`config.mk`:
```
export PLATFORM = sky130hd
export DESIGN_NAME = alu_cmd_issuer
export DESIGN_NICKNAME = d
export VERILOG_FILES = /design/src/rtl/alu_cmd_issuer.sv
export SDC_FILE = /design/constraint.sdc
export NUM_CORES = 1
export LEC_CHECK = 0
export CAP_MARGIN = 20
export CORE_ASPECT_RATIO = 0.8
export CORE_UTILIZATION = 40
export DETAILED_ROUTE_END_ITERATION = 8
export PLACE_DENSITY_LB_ADDON = 0.25
export REMOVE_ABC_BUFFERS = 1
export SLEW_MARGIN = 20
export SYNTH_ARGS = -nofsm -noshare
export SYNTH_HDL_FRONTEND = slang
export SYNTH_SLANG_ARGS = --single-unit
```
`constraint.sdc`:
```
create_clock -name clk -period 2.9 [get_ports clk]
set_input_delay 0.58 -clock clk [delete_from_list [all_inputs] [get_ports clk]]
set_output_delay 0.58 -clock clk [all_outputs]
set_load 0.03 [all_outputs]
```
`src/rtl/alu_cmd_issuer.sv`:
```
// alu_cmd_issuer: accepts ALU commands, issues them one at a time to an
// external ALU, waits (bounded by TIMEOUT) for the result and buffers the
// responses in a small FIFO. Illegal opcodes (14/15) and ALU timeouts produce
// error responses.
// Optional statistics counters are built when ALU_ISSUER_STATS_EN is defined.
module alu_cmd_issuer #(
  parameter int FIFO_DEPTH = 4,
  parameter int TIMEOUT    = 4
) (
  input  logic       clk,
  input  logic       reset,
  input  logic       cmd_valid,
  output logic       cmd_ready,
  input  logic [3:0] cmd_a,
  input  logic [3:0] cmd_b,
  input  logic       cmd_cin,
  input  logic [3:0] cmd_ctl,
  output logic       alu_valid_in,
  output logic [3:0] alu_a,
  output logic [3:0] alu_b,
  output logic       alu_cin,
  output logic [3:0] alu_ctl,
  input  logic       alu_valid_out,
  input  logic [3:0] alu_result,
  input  logic       alu_carry,
  input  logic       alu_zero,
  output logic       rsp_valid,
  input  logic       rsp_ready,
  output logic [3:0] rsp_result,
  output logic       rsp_carry,
  output logic       rsp_zero,
  output logic       rsp_err,
  output logic [3:0] rsp_ctl,
  output logic       busy
`ifdef ALU_ISSUER_STATS_EN
  ,
  output logic [7:0] stat_issued,
  output logic [7:0] stat_errors,
  output logic [7:0] stat_stray
`endif
);

  localparam int             AW       = $clog2(FIFO_DEPTH);
  localparam logic [AW:0]    DEPTH_C  = (AW+1)'(FIFO_DEPTH);
  localparam logic [3:0]     TMO_LAST = 4'(TIMEOUT - 1);

  typedef enum logic [1:0] {S_IDLE, S_ISSUE, S_WAIT} state_t;

  typedef struct packed {
    logic [3:0] result;
    logic       carry;
    logic       zero;
    logic [3:0] ctl;
    logic       err;
  } rsp_t;

  state_t        state_q, state_d;
  logic [3:0]    timer_q, timer_d;
  logic [3:0]    a_q, a_d, b_q, b_d, ctl_q, ctl_d;
  logic          cin_q, cin_d;
  logic          init_q, init_d;
  rsp_t          mem_q [FIFO_DEPTH];
  rsp_t          mem_d [FIFO_DEPTH];
  logic [AW-1:0] wr_q, wr_d, rd_q, rd_d;
  logic [AW:0]   cnt_q, cnt_d;

  logic accept, legal, push, pop;
  rsp_t push_data, head;

  assign legal  = (cmd_ctl <= 4'd13);
  assign accept = cmd_valid && cmd_ready;
  assign pop    = rsp_valid && rsp_ready;

  // State register and all datapath flops
  always_ff @(posedge clk or negedge reset) begin
    if (!reset) begin
      state_q <= S_IDLE;
      timer_q <= '0;
      a_q     <= '0;
      b_q     <= '0;
      ctl_q   <= '0;
      cin_q   <= 1'b0;
      init_q  <= 1'b0;
      wr_q    <= '0;
      rd_q    <= '0;
      cnt_q   <= '0;
      for (int i = 0; i < FIFO_DEPTH; i++) mem_q[i] <= '0;
    end else begin
      state_q <= state_d;
      timer_q <= timer_d;
      a_q     <= a_d;
      b_q     <= b_d;
      ctl_q   <= ctl_d;
      cin_q   <= cin_d;
      init_q  <= init_d;
      wr_q    <= wr_d;
      rd_q    <= rd_d;
      cnt_q   <= cnt_d;
      for (int i = 0; i < FIFO_DEPTH; i++) mem_q[i] <= mem_d[i];
    end
  end

  // Next-state logic and WAIT timer
  always_comb begin
    state_d = state_q;
    timer_d = timer_q;
    case (state_q)
      S_IDLE: begin
        timer_d = '0;
        if (accept && legal) state_d = S_ISSUE;
      end
      S_ISSUE: begin
        state_d = S_WAIT;
        timer_d = '0;
      end
      S_WAIT: begin
        if (alu_valid_out || timer_q == TMO_LAST) begin
          state_d = S_IDLE;
          timer_d = '0;
        end else begin
          timer_d = timer_q + 4'd1;
        end
      end
      default: begin
        state_d = S_IDLE;
        timer_d = '0;
      end
    endcase
  end

  // FSM outputs: handshakes and the response pushed this cycle
  always_comb begin
    // cmd_ready stays low until the first edge after reset release
    cmd_ready    = init_q && (state_q == S_IDLE) && (cnt_q < DEPTH_C);
    alu_valid_in = (state_q == S_ISSUE);
    busy         = (state_q != S_IDLE);
    push         = 1'b0;
    push_data    = '0;
    case (state_q)
      S_IDLE: begin
        // illegal opcodes never reach the ALU; answer immediately with err
        if (accept && !legal) begin
          push          = 1'b1;
          push_data.ctl = cmd_ctl;
          push_data.err = 1'b1;
        end
      end
      S_WAIT: begin
        if (alu_valid_out) begin
          push             = 1'b1;
          push_data.result = alu_result;
          push_data.carry  = alu_carry;
          push_data.zero   = alu_zero;
          push_data.ctl    = ctl_q;
        end else if (timer_q == TMO_LAST) begin
          push          = 1'b1;
          push_data.ctl = ctl_q;
          push_data.err = 1'b1;
        end
      end
      default: ;
    endcase
  end

  // Request latch and response FIFO next values
  always_comb begin
    init_d = 1'b1;
    a_d    = a_q;
    b_d    = b_q;
    cin_d  = cin_q;
    ctl_d  = ctl_q;
    if (accept && legal) begin
      a_d   = cmd_a;
      b_d   = cmd_b;
      cin_d = cmd_cin;
      ctl_d = cmd_ctl;
    end
    for (int i = 0; i < FIFO_DEPTH; i++) mem_d[i] = mem_q[i];
    wr_d  = wr_q;
    rd_d  = rd_q;
    cnt_d = cnt_q;
    if (push) begin
      mem_d[wr_q] = push_data;
      wr_d        = wr_q + 1'b1;
    end
    if (pop) rd_d = rd_q + 1'b1;
    // push and pop together leave occupancy unchanged
    if (push && !pop) cnt_d = cnt_q + 1'b1;
    else if (!push && pop) cnt_d = cnt_q - 1'b1;
  end

  // Drive ALU request fields and the FIFO head; head fields read 0 when empty
  always_comb begin
    alu_a      = a_q;
    alu_b      = b_q;
    alu_cin    = cin_q;
    alu_ctl    = ctl_q;
    rsp_valid  = (cnt_q != '0);
    head       = rsp_valid ? mem_q[rd_q] : '0;
    rsp_result = head.result;
    rsp_carry  = head.carry;
    rsp_zero   = head.zero;
    rsp_ctl    = head.ctl;
    rsp_err    = head.err;
  end

`ifdef ALU_ISSUER_STATS_EN
  logic [7:0] issued_q, issued_d, errors_q, errors_d, stray_q, stray_d;
  logic       stray;

  // alu_valid_out outside WAIT has no outstanding operation to answer
  assign stray = alu_valid_out && (state_q != S_WAIT);

  // Saturating event counters
  always_comb begin
    issued_d = issued_q;
    errors_d = errors_q;
    stray_d  = stray_q;
    if (alu_valid_in && issued_q != 8'hFF)        issued_d = issued_q + 8'd1;
    if (push && push_data.err && errors_q != 8'hFF) errors_d = errors_q + 8'd1;
    if (stray && stray_q != 8'hFF)                stray_d  = stray_q + 8'd1;
  end

  // Statistics registers
  always_ff @(posedge clk or negedge reset) begin
    if (!reset) begin
      issued_q <= '0;
      errors_q <= '0;
      stray_q  <= '0;
    end else begin
      issued_q <= issued_d;
      errors_q <= errors_d;
      stray_q  <= stray_d;
    end
  end

  assign stat_issued = issued_q;
  assign stat_errors = errors_q;
  assign stat_stray  = stray_q;
`endif

endmodule

```
-- After elaboration in Yosys (flattened, before gate mapping)
Cells that the tools add are included.
- $add $sub $neg: 5
- multipliers: 0
- divide/modulo/power cells: 0
- order comparisons: 5
- equal/unequal tests: 5
- shift operators: 0
- multiplexer cells: 25
- bitwise gates (word level): 2
- reductions and logical operators: 18
- operators by type and width (kind ; count):
    44-bit bitwise mux ; 1
    11-bit 2-to-1 mux ; 4
    11-bit binary-select mux with 2-bit select ; 1
    11-bit demux with 2-bit select ; 1
    4-bit 2-to-1 mux ; 3
    6-bit 2-to-1 mux ; 2
    5-bit 2-to-1 mux ; 2
    5-bit case mux with 2 select lines ; 1
    1-bit logical AND ; 9
    3-bit >= comparator (second input constant) ; 2
    3-bit 2-to-1 mux ; 2
    2-bit NOT with 3-bit output ; 2
    2-bit case mux with 3 select lines ; 1
    2-bit by 1-bit adder with 2-bit output (second input constant) ; 2
    4-bit by 1-bit adder with 4-bit output (second input constant) ; 1
    4-bit by 2-bit == test with 1-bit output (second input constant) ; 1
    4-bit <= comparator (second input constant) ; 1
    1-bit 2-to-1 mux ; 4
    2-bit 2-to-1 mux ; 2
    2-bit nonzero test ; 2
    3-bit by 1-bit adder with 3-bit output (second input constant) ; 1
    1-bit zero test ; 3
    3-bit by 1-bit less-than comparator with 1-bit output (second input constant) ; 1
    3-bit less-than comparator (second input constant) ; 1
    other kinds (10) ; 10
- flip-flop bits (word level): 71
- latch bits: 0
- bits in writable memories: 0
- memory bits (read-only): 0
- bits of input ports: 24
- output and inout bits: 28
- word-level logic and storage cells: 90
- memories: 0

-- Longest topological paths before layout
- depth after elaboration: 11
- depth in mapped cells: 10
- gate-level depth less buffers: 10

-- Worst setup path after synthesis
OpenSTA, ideal clock, no wires.
- path kind: register -> register
- start: register state_q[1]
- end: register cnt_q[2]
- library setup time: 0.079 ns
- data arrival time: 2.474 ns
- required time: 2.821 ns
- setup slack: 0.346 ns
- cell stages (with the launch flop): 11
- buffers on the path: 1
- clock period less this slack: 2.554 ns
- cell sequence: dfrtp_1 -> nor4b_4 -> and3_1 -> buf_6 -> or2_1 -> ha_1 -> inv_1 -> fa_1 -> xor2_1 -> nor2_1 -> xor2_1
- cells in the longest elaborated chain, start to end: 10
- elaborated cells on any way between the ends: 13
- classes of those cells: eq/ne (1); mux (3); reduce/logical (9)
- RTL lines (what ; line ; text):
    start: declaration ; 57 ; state_t state_q, state_d;
    start signal: assignment ; 89 ; state_q <= state_d;
    2-bit zero test * ; 134 ; cmd_ready = init_q && (state_q == S_IDLE) && (cnt_q < DEPTH_C);
    1-bit logical AND * (2 in series) ; 134 ;
    net cmd_ready ; 13 ; output logic cmd_ready,
    1-bit logical AND * ; 71 ; assign accept = cmd_valid && cmd_ready;
    1-bit logical AND * ; 142 ; if (accept && !legal) begin
    1-bit 2-to-1 mux * ; 142 ;
    1-bit case mux with 2 select lines * ; 139 ; case (state_q)
    net push ; 67 ; logic accept, legal, push, pop;
    1-bit zero test ; 189 ; else if (!push && pop) cnt_d = cnt_q - 1'b1;
    1-bit logical AND ; 189 ;
    2-bit nonzero test (no line) ; - ;
    end signal: assignment ; 98 ; cnt_q <= cnt_d;
    end: declaration ; 65 ; logic [AW:0] cnt_q, cnt_d;
Mark *: on every way through the listed nets, which the timed path passes. The rest lies on a longest branch.
A chain may end at the register's enable or synchronous reset.

-- Final worst setup path
- start: register rd_q[0]
- end: output port rsp_ctl[0]
- cells in the longest elaborated chain, start to end: 5
- RTL lines (what ; line ; text):
    start: declaration ; 64 ; logic [AW-1:0] wr_q, wr_d, rd_q, rd_d;
    start signal: assignment ; 97 ; rd_q <= rd_d;
    2-bit NOT with 3-bit output (not written as such) ; 199 ; head = rsp_valid ? mem_q[rd_q] : '0;
    11-bit binary-select mux with 2-bit select ; 199 ;
    11-bit 2-to-1 mux (not written as such) (2 in series) ; 199 ;
    11-bit 2-to-1 mux ; 199 ;
    end: declaration ; 33 ; output logic [3:0] rsp_ctl,
Every way passes these cells. The select of a mux whose other input is x is not followed.

==> flow_summary.ini <==
[outcome]
status = completed

[routing]
vias = 1956
via_per_inst = 4.89
postRouteAntennaNets = 0
drc = 0
dr.pass1.iters = 4
routedWlPerCell_um = 16.9
wl_mm = 6.76
drtIter0Drc = 77

[floorplan]
dieWidth_um = 106
pin_count = 52
dieArea_um2 = 8980
die_y_um = 84.9
core_um2 = 8130
start_util = 0.423
row_count = 29

[logic_synthesis]
synth_area_um2 = 3440
async_flop_share = 1.00
seq_area_frac_synth = 0.517
synth_top_area_frac = 0.517
synth_seq_cells = 71
synthCells = 223
ys_warn_count = 0
synthTopCellsByArea = dfrtp_1 (52%), mux2_4 (17%), mux4_2 (7.2%)
synth_cell_type_count = 32
synth_common_cells = dfrtp_1 (71), mux2_4 (40), mux2_2 (17)
synth_most_common_cell = dfrtp_1
syn_area_per_cell_um2 = 15.4
synth.largest_area_cell = dfrtp_1
synth-edff-count = 0
synth_ff_type = dfrtp_1

[global_routing]
grt_pass1_wl_mm = 11.5
track_usage = 0.172
grt_max_degree = 40
grt_antenna_before_repair = 0
grt-ovfl-total = 0
grt_pass1_vias = 2122

[final_layout]
diodes = 0
drive_above_1_share = 0.360
syn_to_final_growth_pct = 25.6
nets = 318

[critical_path]
crit_fanout = 13
criticalPathCategory = reg -> out
start_kind = flop
crit_required_ns = 2.32
r2r-start = timer_q[0]
rr_worst_depth = 10
path_delay_family = buffers and inverters
crit_arrival_ns = 2.17
r2r_end = cnt_q[2]
crit_cells = 4
crit_path_end_kind = output pin
reg2reg_setup_slack_ns = 0.31
path_buf_inv = 2
path_cells = buf_12 > mux4_2 > and2_1 > clkdlybuf4s50_1
crit_start = rd_q[0]
cp_slowest_cell = clkdlybuf4s50_1
crit_end = rsp_ctl[0]
slowest_delay_ns = 0.59

[timing]
fmax_ghz = 0.363
fin_crit_ns = 2.75
period_share = 0.950
relSlewSlack = 0.659
grt_setup_unrepaired = no
setup_viol = 0
hold_ws_ns = 0.0937
skew_ns = 0.00826
finalHoldViolCount = 0
layout_setup_ws_ns = 0.145
tightest_slew_ns = 0.510
drv_slew = 0
tns_ns = 0

[power]
p_switching_mw = 1.38
vdd_drop_max_mv = 0.553
leakagePower_nw = 2.07
p_int_mw = 2.65
finalPower_mw = 4.04
p_sw_frac = 0.342
seqPwrFrac = 0.363
comb_power_share = 0.426
p_clk_frac = 0.211
cellPowerDensity_nw_per_um2 = 934

[clock_network]
clock-root-buffer = clkbuf_8
postCtsSetupRepairBufs = 0
cts_buffer_depth = 2
cts-buffers-inserted = 9
clock-sinks = 71
htree_levels = 3
clk_pin_slew_ns = 0.08
cts_tree = built
worstSkewPairLatency_ns = 0.35

[placed_design]
pre_cts_ws_ns = 0.180
routabilityCongestion = 0.756
hpwl_mm = 4.72
port_buffers = 51

[min_path]
min_path_type = in -> async

[flow_run]
maxCapViolCount = 0
==> flip-flops by register name, indices dropped and copies added (netlist names), 2 cells and up <==
signal and flops:
alu_ctl 4, mem_q 44, rd_q 2, timer_q 4, cnt_q 3, alu_a 4, state_q 2, alu_b 4
wr_q 2
==> what timing repair did <==
item,4_1_cts,5_1_grt
endpoints found under the setup margin,0,11
hold buffers,0,0
gates resized for setup,0,1
==> metrics by stage <==
stage / area (um2) / utilization / std cells
floorplan: 3370 / - / 214
global placement: 4100 / 0.505 / 384
detailed placement: 4100 / 0.505 / 384
CTS: 4320 / 0.531 / 400
global route: 4320 / 0.532 / 400
finish: 4320 / 0.532 / 400
==> power by group through the flow <==
stage / clock network, mW / logic [mW] / registers [mW]
after floorplan: 0 / 0.892 / 1.67
after global placement: 0 / 1.71 / 1.47
after detailed placement: 0 / 1.73 / 1.48
after CTS: 0.876 / 1.74 / 1.46
after global routing: 0.922 / 1.85 / 1.50
final: 0.851 / 1.72 / 1.47
==> cell families after synthesis <==
| family | synth area share |
|---|---|
| flip-flops | 0.517 |
| multiplexers | 0.302 |
| AND/OR/NAND/NOR | 0.0702 |
| buffers and inverters | 0.0276 |
| AO/OA/AOI/OAI | 0.0367 |
| adder cells (fa/ha/maj) | 0.0276 |
| XOR/XNOR | 0.0178 |
| other | 0.00109 |
==> placed cells by master, fill, tap and decap left out <==
cell type         n
or3_4             1
or2_1             1
a21boi_4          1
mux2_4           40
mux2_2           17
fa_1              1
buf_12            1
clkbuf_8          9
o21ai_2           4
buf_4            10
o22a_1            3
clkinv_2          2
a31o_2            1
dfrtp_1          71
and2b_1           1
nor2_1            6
clkbuf_1          1
bufinv_16         2
ha_1              6
conb_1            1
xor2_1            3
and3_1            8
and2_1           11
a22o_1            1
nor4b_4           1
buf_2             1
clkdlybuf4s50_1  50
or3b_4            1
mux4_2           11
nand3_1           4
xnor2_1           4
or2_2             1
inv_1             6
o21a_1            3
clkinvlp_4        2
nand2_1           5
o22ai_1           1
==> worst min path at each step <==
stage                  to  slack, ns  cells past startpoint
2_1_floorplan    alu_a[0]       0.28                      0
3_3_place_gp   timer_q[0]       0.45                      1
3_5_place_dp     cnt_q[0]       0.47                      1
4_1_cts         mem_q[36]       0.09                      1
5_1_grt         mem_q[36]        0.1                      1
6_report        mem_q[36]       0.09                      1
==> metal layers <==
metal / up-vias / global-route usage / wire length (um)
met5: - / 0 / 0
met4: 0 / 0.0707 / 114
met3: 10 / 0.0469 / 171
met2: 26 / 0.251 / 3120
met1: 999 / 0.243 / 3350
li1: 921 / - / -
==> layout make-up <==
cell class / count / area, um2
repair buffers: 62 / 601
flip-flops and latches: 71 / 1780
well taps: 108 / 135
inverters: 6 / 22.5
fillers: 703 / 3810
clock inverters: 6 / 85.1
clock buffers: 10 / 128
multi-input cells: 137 / 1570
No activity file was read; power rests on OpenSTA's default activity.
